<file path="src/rtl/alu_arbiter.sv">
// Round-robin arbiter sharing one external ALU between requesters A and B.
// Operands are registered toward the ALU; results return with a one-cycle strobe.
module alu_arbiter #(
    parameter int unsigned W        = 8,
    parameter int unsigned WAIT_CYC = 1
) (
    input  logic         clk,
    input  logic         reset_n,
    input  logic         a_valid,
    output logic         a_ready,
    input  logic [W-1:0] a_data1,
    input  logic [W-1:0] a_data2,
    input  logic [2:0]   a_op,
    output logic         a_rvalid,
    output logic [W-1:0] a_result,
    output logic         a_zero,
    output logic         a_err,
    input  logic         b_valid,
    output logic         b_ready,
    input  logic [W-1:0] b_data1,
    input  logic [W-1:0] b_data2,
    input  logic [2:0]   b_op,
    output logic         b_rvalid,
    output logic [W-1:0] b_result,
    output logic         b_zero,
    output logic         b_err,
    output logic [W-1:0] alu_data1,
    output logic [W-1:0] alu_data2,
    output logic [2:0]   alu_op,
    input  logic [W-1:0] alu_result,
    input  logic         alu_zero
);

    localparam int unsigned CW = (WAIT_CYC > 1) ? $clog2(WAIT_CYC) : 1;

    localparam logic [1:0] IDLE = 2'd0;
    localparam logic [1:0] EXEC = 2'd1;
    localparam logic [1:0] RESP = 2'd2;

    // owner/last encode the requester: 0 = A, 1 = B
    logic [1:0]    state_q, state_d;
    logic          owner_q, owner_d;
    logic          last_q, last_d;
    logic [CW-1:0] cnt_q, cnt_d;
    logic [W-1:0]  alu_data1_q, alu_data1_d;
    logic [W-1:0]  alu_data2_q, alu_data2_d;
    logic [2:0]    alu_op_q, alu_op_d;
    logic [W-1:0]  a_result_q, a_result_d;
    logic          a_zero_q, a_zero_d;
    logic          a_err_q, a_err_d;
    logic [W-1:0]  b_result_q, b_result_d;
    logic          b_zero_q, b_zero_d;
    logic          b_err_q, b_err_d;

    logic          grant_a, grant_b;
    logic          sel_b;
    logic [W-1:0]  sel_data1, sel_data2;
    logic [2:0]    sel_op;

    always_comb begin
        grant_a   = a_valid && (!b_valid || last_q);
        grant_b   = b_valid && (!a_valid || !last_q);
        a_ready   = (state_q == IDLE) && grant_a;
        b_ready   = (state_q == IDLE) && grant_b;
        sel_b     = b_ready;
        sel_data1 = sel_b ? b_data1 : a_data1;
        sel_data2 = sel_b ? b_data2 : a_data2;
        sel_op    = sel_b ? b_op    : a_op;
    end

    always_comb begin
        state_d     = state_q;
        owner_d     = owner_q;
        last_d      = last_q;
        cnt_d       = cnt_q;
        alu_data1_d = alu_data1_q;
        alu_data2_d = alu_data2_q;
        alu_op_d    = alu_op_q;
        a_result_d  = a_result_q;
        a_zero_d    = a_zero_q;
        a_err_d     = a_err_q;
        b_result_d  = b_result_q;
        b_zero_d    = b_zero_q;
        b_err_d     = b_err_q;
        case (state_q)
            IDLE: begin
                if (a_ready || b_ready) begin
                    owner_d = sel_b;
                    last_d  = sel_b;
                    if (!sel_op[2]) begin
                        alu_data1_d = sel_data1;
                        alu_data2_d = sel_data2;
                        alu_op_d    = sel_op;
                        cnt_d       = CW'(WAIT_CYC - 1);
                        state_d     = EXEC;
                    end else begin
                        // Illegal opcode: answer immediately, ALU registers untouched
                        if (sel_b) begin
                            b_result_d = '0;
                            b_zero_d   = 1'b0;
                            b_err_d    = 1'b1;
                        end else begin
                            a_result_d = '0;
                            a_zero_d   = 1'b0;
                            a_err_d    = 1'b1;
                        end
                        state_d = RESP;
                    end
                end
            end
            EXEC: begin
                if (cnt_q != '0) begin
                    cnt_d = cnt_q - CW'(1);
                end else begin
                    if (owner_q) begin
                        b_result_d = alu_result;
                        b_zero_d   = alu_zero;
                        b_err_d    = 1'b0;
                    end else begin
                        a_result_d = alu_result;
                        a_zero_d   = alu_zero;
                        a_err_d    = 1'b0;
                    end
                    state_d = RESP;
                end
            end
            RESP:    state_d = IDLE;
            default: state_d = IDLE;
        endcase
    end

    always_ff @(posedge clk or negedge reset_n) begin
        if (!reset_n) begin
            state_q     <= IDLE;
            owner_q     <= 1'b0;
            last_q      <= 1'b1;
            cnt_q       <= '0;
            alu_data1_q <= '0;
            alu_data2_q <= '0;
            alu_op_q    <= '0;
            a_result_q  <= '0;
            a_zero_q    <= 1'b0;
            a_err_q     <= 1'b0;
            b_result_q  <= '0;
            b_zero_q    <= 1'b0;
            b_err_q     <= 1'b0;
        end else begin
            state_q     <= state_d;
            owner_q     <= owner_d;
            last_q      <= last_d;
            cnt_q       <= cnt_d;
            alu_data1_q <= alu_data1_d;
            alu_data2_q <= alu_data2_d;
            alu_op_q    <= alu_op_d;
            a_result_q  <= a_result_d;
            a_zero_q    <= a_zero_d;
            a_err_q     <= a_err_d;
            b_result_q  <= b_result_d;
            b_zero_q    <= b_zero_d;
            b_err_q     <= b_err_d;
        end
    end

    assign a_rvalid  = (state_q == RESP) && !owner_q;
    assign b_rvalid  = (state_q == RESP) && owner_q;
    assign a_result  = a_result_q;
    assign a_zero    = a_zero_q;
    assign a_err     = a_err_q;
    assign b_result  = b_result_q;
    assign b_zero    = b_zero_q;
    assign b_err     = b_err_q;
    assign alu_data1 = alu_data1_q;
    assign alu_data2 = alu_data2_q;
    assign alu_op    = alu_op_q;

endmodule
</file>
<file path="config.mk">
export PLATFORM = sky130hd
export DESIGN_NAME = alu_arbiter
export DESIGN_NICKNAME = d
export VERILOG_FILES = /design/src/rtl/alu_arbiter.sv
export SDC_FILE = /design/constraint.sdc
export NUM_CORES = 1
export LEC_CHECK = 0
export ABC_AREA = 1
export CAP_MARGIN = 5
export CORE_ASPECT_RATIO = 0.6
export CORE_MARGIN = 2
export CORE_UTILIZATION = 45
export CTS_CLUSTER_SIZE = 14
export DETAILED_ROUTE_END_ITERATION = 8
export HOLD_SLACK_MARGIN = 0.06
export PLACE_DENSITY = 0.86
export SLEW_MARGIN = 30
export SYNTH_ARGS = -nofsm -noshare
export SYNTH_HDL_FRONTEND = slang
export SYNTH_SLANG_ARGS = --single-unit
</file>
<file path="constraint.sdc">
create_clock -name clk -period 2.24 [get_ports clk]
set_input_delay 0.56 -clock clk [delete_from_list [all_inputs] [get_ports clk]]
set_output_delay 0.56 -clock clk [all_outputs]
set_load 0.02 [all_outputs]
</file>
After elaboration in Yosys (flattened, before gate mapping)
Cells that the tools add are included.
{ "classes": {"eq_ne": 10, "reduce_logical": 21, "n_mux": 47, "addsub": 1, "bitwise_logic": 1} }
{ "op_table": {"columns": ["operator", "n"], "rows": [
  ["$mux 8", 12],
  ["$pmux 8 s2", 2],
  ["$mux 1", 23],
  ["$ne 2x2->1 const B", 7],
  ["$reduce_and 6->1", 2],
  ["$pmux 1 s2", 5],
  ["$logic_and 1x1->1", 6],
  ["$mux 2", 3],
  ["$reduce_and 3->1", 2],
  ["$logic_not 1->1", 4],
  ["$pmux 2 s2", 1],
  ["$reduce_and 2->1", 2],
  ["$logic_or 1x1->1", 3],
  ["$mux 3", 1],
  ["$eq 2x1->1 const B", 1],
  ["$eq 2x2->1 const B", 1],
  ["$logic_not 2->1", 1],
  ["$ne 2x1->1 const B", 1],
  ["$reduce_bool 2->1", 1],
  ["$not 1->1", 1],
  ["$sub 1x1->1 const B", 1]
]} }
{ "word_totals": {"word_cells": 93, "reg_bits": 43} }

Logic depth before layout (Yosys ltp)
{ "logic_depth": {"depth_word": 8, "ltp_mapped": 9, "ltp_nobuf": 8} }

Worst setup path after synthesis
No wires, ideal clock.
{ "synth_timing": {"kind": "input-to-output", "startpoint": "input port a_valid", "endpoint": "output port b_ready", "required_time_ns": 1.680, "path_buffers": 2, "stages": 5, "arrival_time_ns": 1.149, "path_slack_ns": 0.531, "path_cell_list": "nand2_1 > nand3_2 > inv_1 > buf_4 > buf_4"} }
{ "synth_between": {"elab_chain_len": 4} }
{ "synth_lines": {"columns": ["item", "line_no", "text"], "rows": [
  ["start, declared", "9", "input logic a_valid,"],
  ["$logic_not 1->1", "62", "grant_b = b_valid && (!a_valid || !last_q);"],
  ["$logic_or 1x1->1", "62", null],
  ["$logic_and 1x1->1", "62", null],
  ["$logic_and 1x1->1", "64", "b_ready = (state_q == IDLE) && grant_b;"],
  ["end, declared", "19", "output logic b_ready,"]
]} }
Every way passes these cells.

Final worst setup path
{ "layout_timing": {"startpoint": "register state_q[0]", "endpoint": "output port a_rvalid"} }
{ "layout_between": {"elab_chain_len": 2} }
{ "layout_lines": {"columns": ["item", "line_no", "text"], "rows": [
  ["start, declared", "41", "logic [1:0] state_q, state_d;"],
  ["start signal, assigned", "148", "state_q <= state_d;"],
  ["$eq 2x2->1", "164", "assign a_rvalid = (state_q == RESP) && !owner_q;"],
  ["$logic_and 1x1->1", "164", null],
  ["end, declared", "14", "output logic a_rvalid,"]
]} }
Every way passes these cells.

==> impl_metrics.prom <==
# TYPE chip_impl_metric gauge
chip_impl_info{name="outcome",value="finished, final reports clean"} 1
chip_impl_metric{name="die-area",unit="mm²"} 0.005204
chip_impl_info{name="critical_path.endpoint_type",value="output pin"} 1
chip_impl_metric{name="final_period_minus_worst_setup_slack",unit="ns"} 2.176
chip_impl_metric{name="core-area",unit="mm²"} 0.004517
chip_impl_metric{name="floorplan.die.height",unit="µm"} 56.69
chip_impl_metric{name="source_to_sink_clock_delay_at_the_later_pin_of_the_worst_skew_pair",unit="ns"} 0.29
chip_impl_metric{name="multi_input_combinational_cell_area",unit="µm²"} 868.3
chip_impl_metric{name="timing.max_cap.violations",unit=""} 0
chip_impl_metric{name="timing.fmax",unit="MHz"} 459.6
chip_impl_metric{name="numClockSinks",unit=""} 42
chip_impl_metric{name="power.clock.fraction",unit="%"} 11.3
chip_impl_metric{name="post_route_cells_drive_above_1_share",unit="%"} 7.427
chip_impl_metric{name="dr_total_vias",unit=""} 2035
chip_impl_metric{name="starting_drc_count_in_detailed_routing",unit=""} 91
chip_impl_metric{name="die-width",unit="µm"} 91.81
chip_impl_metric{name="power_per_cell_area",unit="mW/mm²"} 1338
chip_impl_metric{name="critical_path_peak_fanout",unit=""} 5
chip_impl_metric{name="maxSlewViolCount",unit=""} 0
chip_impl_info{name="worstSetupStartpointType",value="flop"} 1
chip_impl_metric{name="timing.critical_path.required",unit="ns"} 1.68
chip_impl_metric{name="clock_tree.buffer_depth",unit=""} 2
chip_impl_metric{name="netlist-cell-type-count",unit=""} 20
chip_impl_metric{name="ys_seq_elements",unit=""} 42
chip_impl_metric{name="share_comb_of_total_power",unit="%"} 57.6
chip_impl_metric{name="synth_cells",unit=""} 277
chip_impl_metric{name="synth_warnings",unit=""} 0
chip_impl_metric{name="sequential_cell_area",unit="mm²"} 0.001052
chip_impl_metric{name="synth_area_per_cell",unit="µm²"} 7.516
chip_impl_metric{name="headroom_to_the_max_slew_limit",unit="%"} 65.60
chip_impl_metric{name="placed_cells",unit=""} 432
chip_impl_metric{name="initial_antenna_violation_count",unit=""} 0
chip_impl_metric{name="grt_first_pass_wirelength",unit="µm"} 8790
chip_impl_metric{name="start_util",unit="%"} 46.09
chip_impl_metric{name="wl_met1",unit="µm"} 2604
chip_impl_metric{name="area_delta_synth_final",unit="%"} 54.15
chip_impl_metric{name="syn_area",unit="mm²"} 0.002082
chip_impl_metric{name="cts_hold_buf",unit=""} 0
chip_impl_metric{name="pin_count",unit=""} 94
chip_impl_metric{name="tritoncts_buffers",unit=""} 5
chip_impl_metric{name="globalRouteOverflowTotal",unit=""} 0
chip_impl_metric{name="crit_path_max_incr_delay",unit="ns"} 0.66
chip_impl_metric{name="worst_ir_drop_on_vdd",unit="V"} 0.0008031
chip_impl_metric{name="gpl.final_weighted_congestion",unit=""} 0.8327
chip_impl_info{name="critical-path-top-delay-family",value="buffers and inverters"} 1
chip_impl_info{name="category_of_the_critical_setup_timing_path",value="reg2out"} 1
chip_impl_info{name="min-delay-path-class",value="in2async"} 1
chip_impl_metric{name="setup-violations-final",unit=""} 0
chip_impl_metric{name="arrival",unit="ns"} 1.62
chip_impl_metric{name="maximum_number_of_pins_on_one_net_before_global_route_repair",unit=""} 23
chip_impl_metric{name="ant_nets",unit=""} 0
chip_impl_metric{name="power_switching_share",unit="%"} 43.07
chip_impl_metric{name="switching_power",unit="mW"} 1.850
chip_impl_metric{name="num-nets-final",unit=""} 427
chip_impl_metric{name="postCtsSetupBuffers",unit=""} 0
chip_impl_metric{name="antenna-diode-count",unit=""} 0
chip_impl_metric{name="detailed_place.area",unit="mm²"} 0.003117
chip_impl_metric{name="wl_met2",unit="µm"} 2233
chip_impl_info{name="crit_path_top_delay_cell",value="clkdlybuf4s50_1"} 1
chip_impl_metric{name="intPower",unit="mW"} 2.445
chip_impl_info{name="route.top_layer_used",value="met4"} 1
chip_impl_metric{name="drt-vias-per-instance",unit=""} 4.625
chip_impl_info{name="grt_setup_unrepaired",value="false"} 1
chip_impl_metric{name="total_wire_length_after_detailed_routing",unit="µm"} 5372
chip_impl_metric{name="numPortBuffers",unit=""} 92
chip_impl_metric{name="cts_max_level",unit=""} 2
chip_impl_metric{name="hold_viol_final",unit=""} 0
chip_impl_metric{name="dp.final_hpwl",unit="µm"} 4192
chip_impl_metric{name="final_core_utilization",unit="%"} 71.05
chip_impl_metric{name="min_period_over_period",unit="%"} 97.14
chip_impl_metric{name="n_fill_cell",unit=""} 386
chip_impl_info{name="tritoncts",value="done"} 1
chip_impl_metric{name="placement_rows",unit=""} 19
chip_impl_info{name="cts.root.buffer_cell",value="clkbuf_8"} 1
chip_impl_metric{name="grt_pass1_vias",unit=""} 1868
chip_impl_metric{name="avgRoutedWirePerCell",unit="µm"} 12.21
chip_impl_metric{name="worst-path-buf-inv",unit=""} 1
chip_impl_metric{name="route.detailed.drc",unit=""} 0
chip_impl_metric{name="timing.setup.tns",unit="ns"} 0
chip_impl_metric{name="power_frac_seq",unit="%"} 31.1
chip_impl_metric{name="grt.total_usage",unit="%"} 21.43
chip_impl_metric{name="detailroute.wirelength.met3",unit="µm"} 503
chip_impl_metric{name="drt_first_pass_iters",unit=""} 4
chip_impl_metric{name="timing.hold.ws",unit="ns"} 0.2427
chip_impl_metric{name="synth_nets",unit=""} 328
chip_impl_info{name="worst_path_cell_trace",value="nor3_1 > clkdlybuf4s50_1"} 1
chip_impl_metric{name="static-leakage-power",unit="nW"} 1.689
chip_impl_metric{name="timing_worst_slew_pin_value",unit="ns"} 0.5160
chip_impl_metric{name="layoutNonFillerInstCount",unit=""} 440
chip_impl_metric{name="ys_seq_area_share",unit="%"} 50.54
chip_impl_metric{name="fin_worst_skew",unit="ns"} 0.008505
chip_impl_metric{name="cts.clk_slew.worst_paths",unit="ns"} 0.07
chip_impl_metric{name="final_cell_area",unit="mm²"} 0.003209
==> through the flow <==
stage	setup slack, ns	power, mW
floorplan	0.5312	2.721
global placement	-0.2266	3.770
detailed placement	-0.2366	3.841
CTS	0.02830	4.329
global route	0.007793	4.614
finish	0.06415	4.295
==> repair_timing <==
action | in CTS | in global routing
resized for setup | 2 | 3
gates cloned | 0 | 0
endpoints found under the setup margin | 2 | 3
==> cells by family (layout without fill, tap and decap cells) <==
family	count (synthesis)	after routing	synth area share (%)
buffers and inverters	32	132	7.752
AOI/OAI and AO/OA	3	3	0.7209
and+or+nand+nor	199	199	40.81
DFF	42	42	50.54
other	1	1	0.1801
==> flip-flops by register name, summed over array words and instances, names as in the netlist, 2 cells and up <==
name       cells
a_result       8
alu_data2      8
alu_op         2
state_q        2
b_result       8
alu_data1      8
==> worst paths after layout <==
check	from	endpoint	slack, ns	cells after the start
setup / recovery	state_q[0]$_DFFE_PN0P_	a_rvalid	0.06	2
hold / removal	reset_n	b_result[7]$_DFFE_PN0P_	0.24	1
setup reg to reg	last_q$_DFFE_PN1P_	b_result[3]$_DFFE_PN0P_	0.42	8
hold reg to reg	b_result[0]$_DFFE_PN0P_	b_result[0]$_DFFE_PN0P_	0.47	2
max in group asynchronous	reset_n	last_q$_DFFE_PN1P_	1.43	2
min in group clk	b_result[0]$_DFFE_PN0P_	b_result[0]$_DFFE_PN0P_	0.47	2
==> metal layers <==
metal / vias up / GRT usage [%]
met3: 5 / 7.785
met1: 906 / 30.79
met2: 72 / 31.51
met4: 0 / 4.051
li1: 1052 / -
met5: - / 0
==> power by group through the flow <==
stage / Sequential, mW / Combinational, mW / Clock [mW]
3_5_place_dp: 1.34 / 2.50 / 0
5_1_grt: 1.38 / 2.70 / 0.538
2_1_floorplan: 1.72 / 0.998 / 0
3_3_place_gp: 1.33 / 2.44 / 0
4_1_cts: 1.33 / 2.50 / 0.497
6_report: 1.33 / 2.47 / 0.487
==> layout make-up <==
class / count / area share [%]
Timing Repair Buffer: 105 / 32.44
Multi-Input combinational cell: 203 / 27.06
Sequential cell: 42 / 32.79
Tap cell: 63 / 2.456
Inverter: 19 / 2.456
Clock buffer: 8 / 2.807
==> layout by cell type (no fill, tap or decap), drive strengths merged <==
cell type / netlist / final
dfstp: 1 / 1
clkinv: 1 / 1
nand2: 159 / 159
dlymetal6s2s: 0 / 1
clkdlybuf4s15: 0 / 2
dfrtp: 41 / 41
nor2: 12 / 12
clkbuf: 4 / 8
nor3: 2 / 2
nand3: 5 / 5
inv: 18 / 18
clkdlybuf4s50: 0 / 88
nand4: 20 / 20
and2: 1 / 1
buf: 9 / 14
o21ai: 3 / 3
conb: 1 / 1
==> synth_stat cells (all sizes together) <==
cell type	instances	area, µm²
nand4	20	125.1
dfstp	1	26.28
nand3	5	40.04
buf	9	67.56
conb	1	3.750
nor2	12	52.55
and2	1	8.760
inv	18	75.07
clkinv	1	3.750
o21ai	3	15.01
clkbuf	4	15.01
dfrtp	41	1026
nand2	159	613.1
nor3	2	10.01
(Power assumes the default switching activity.)
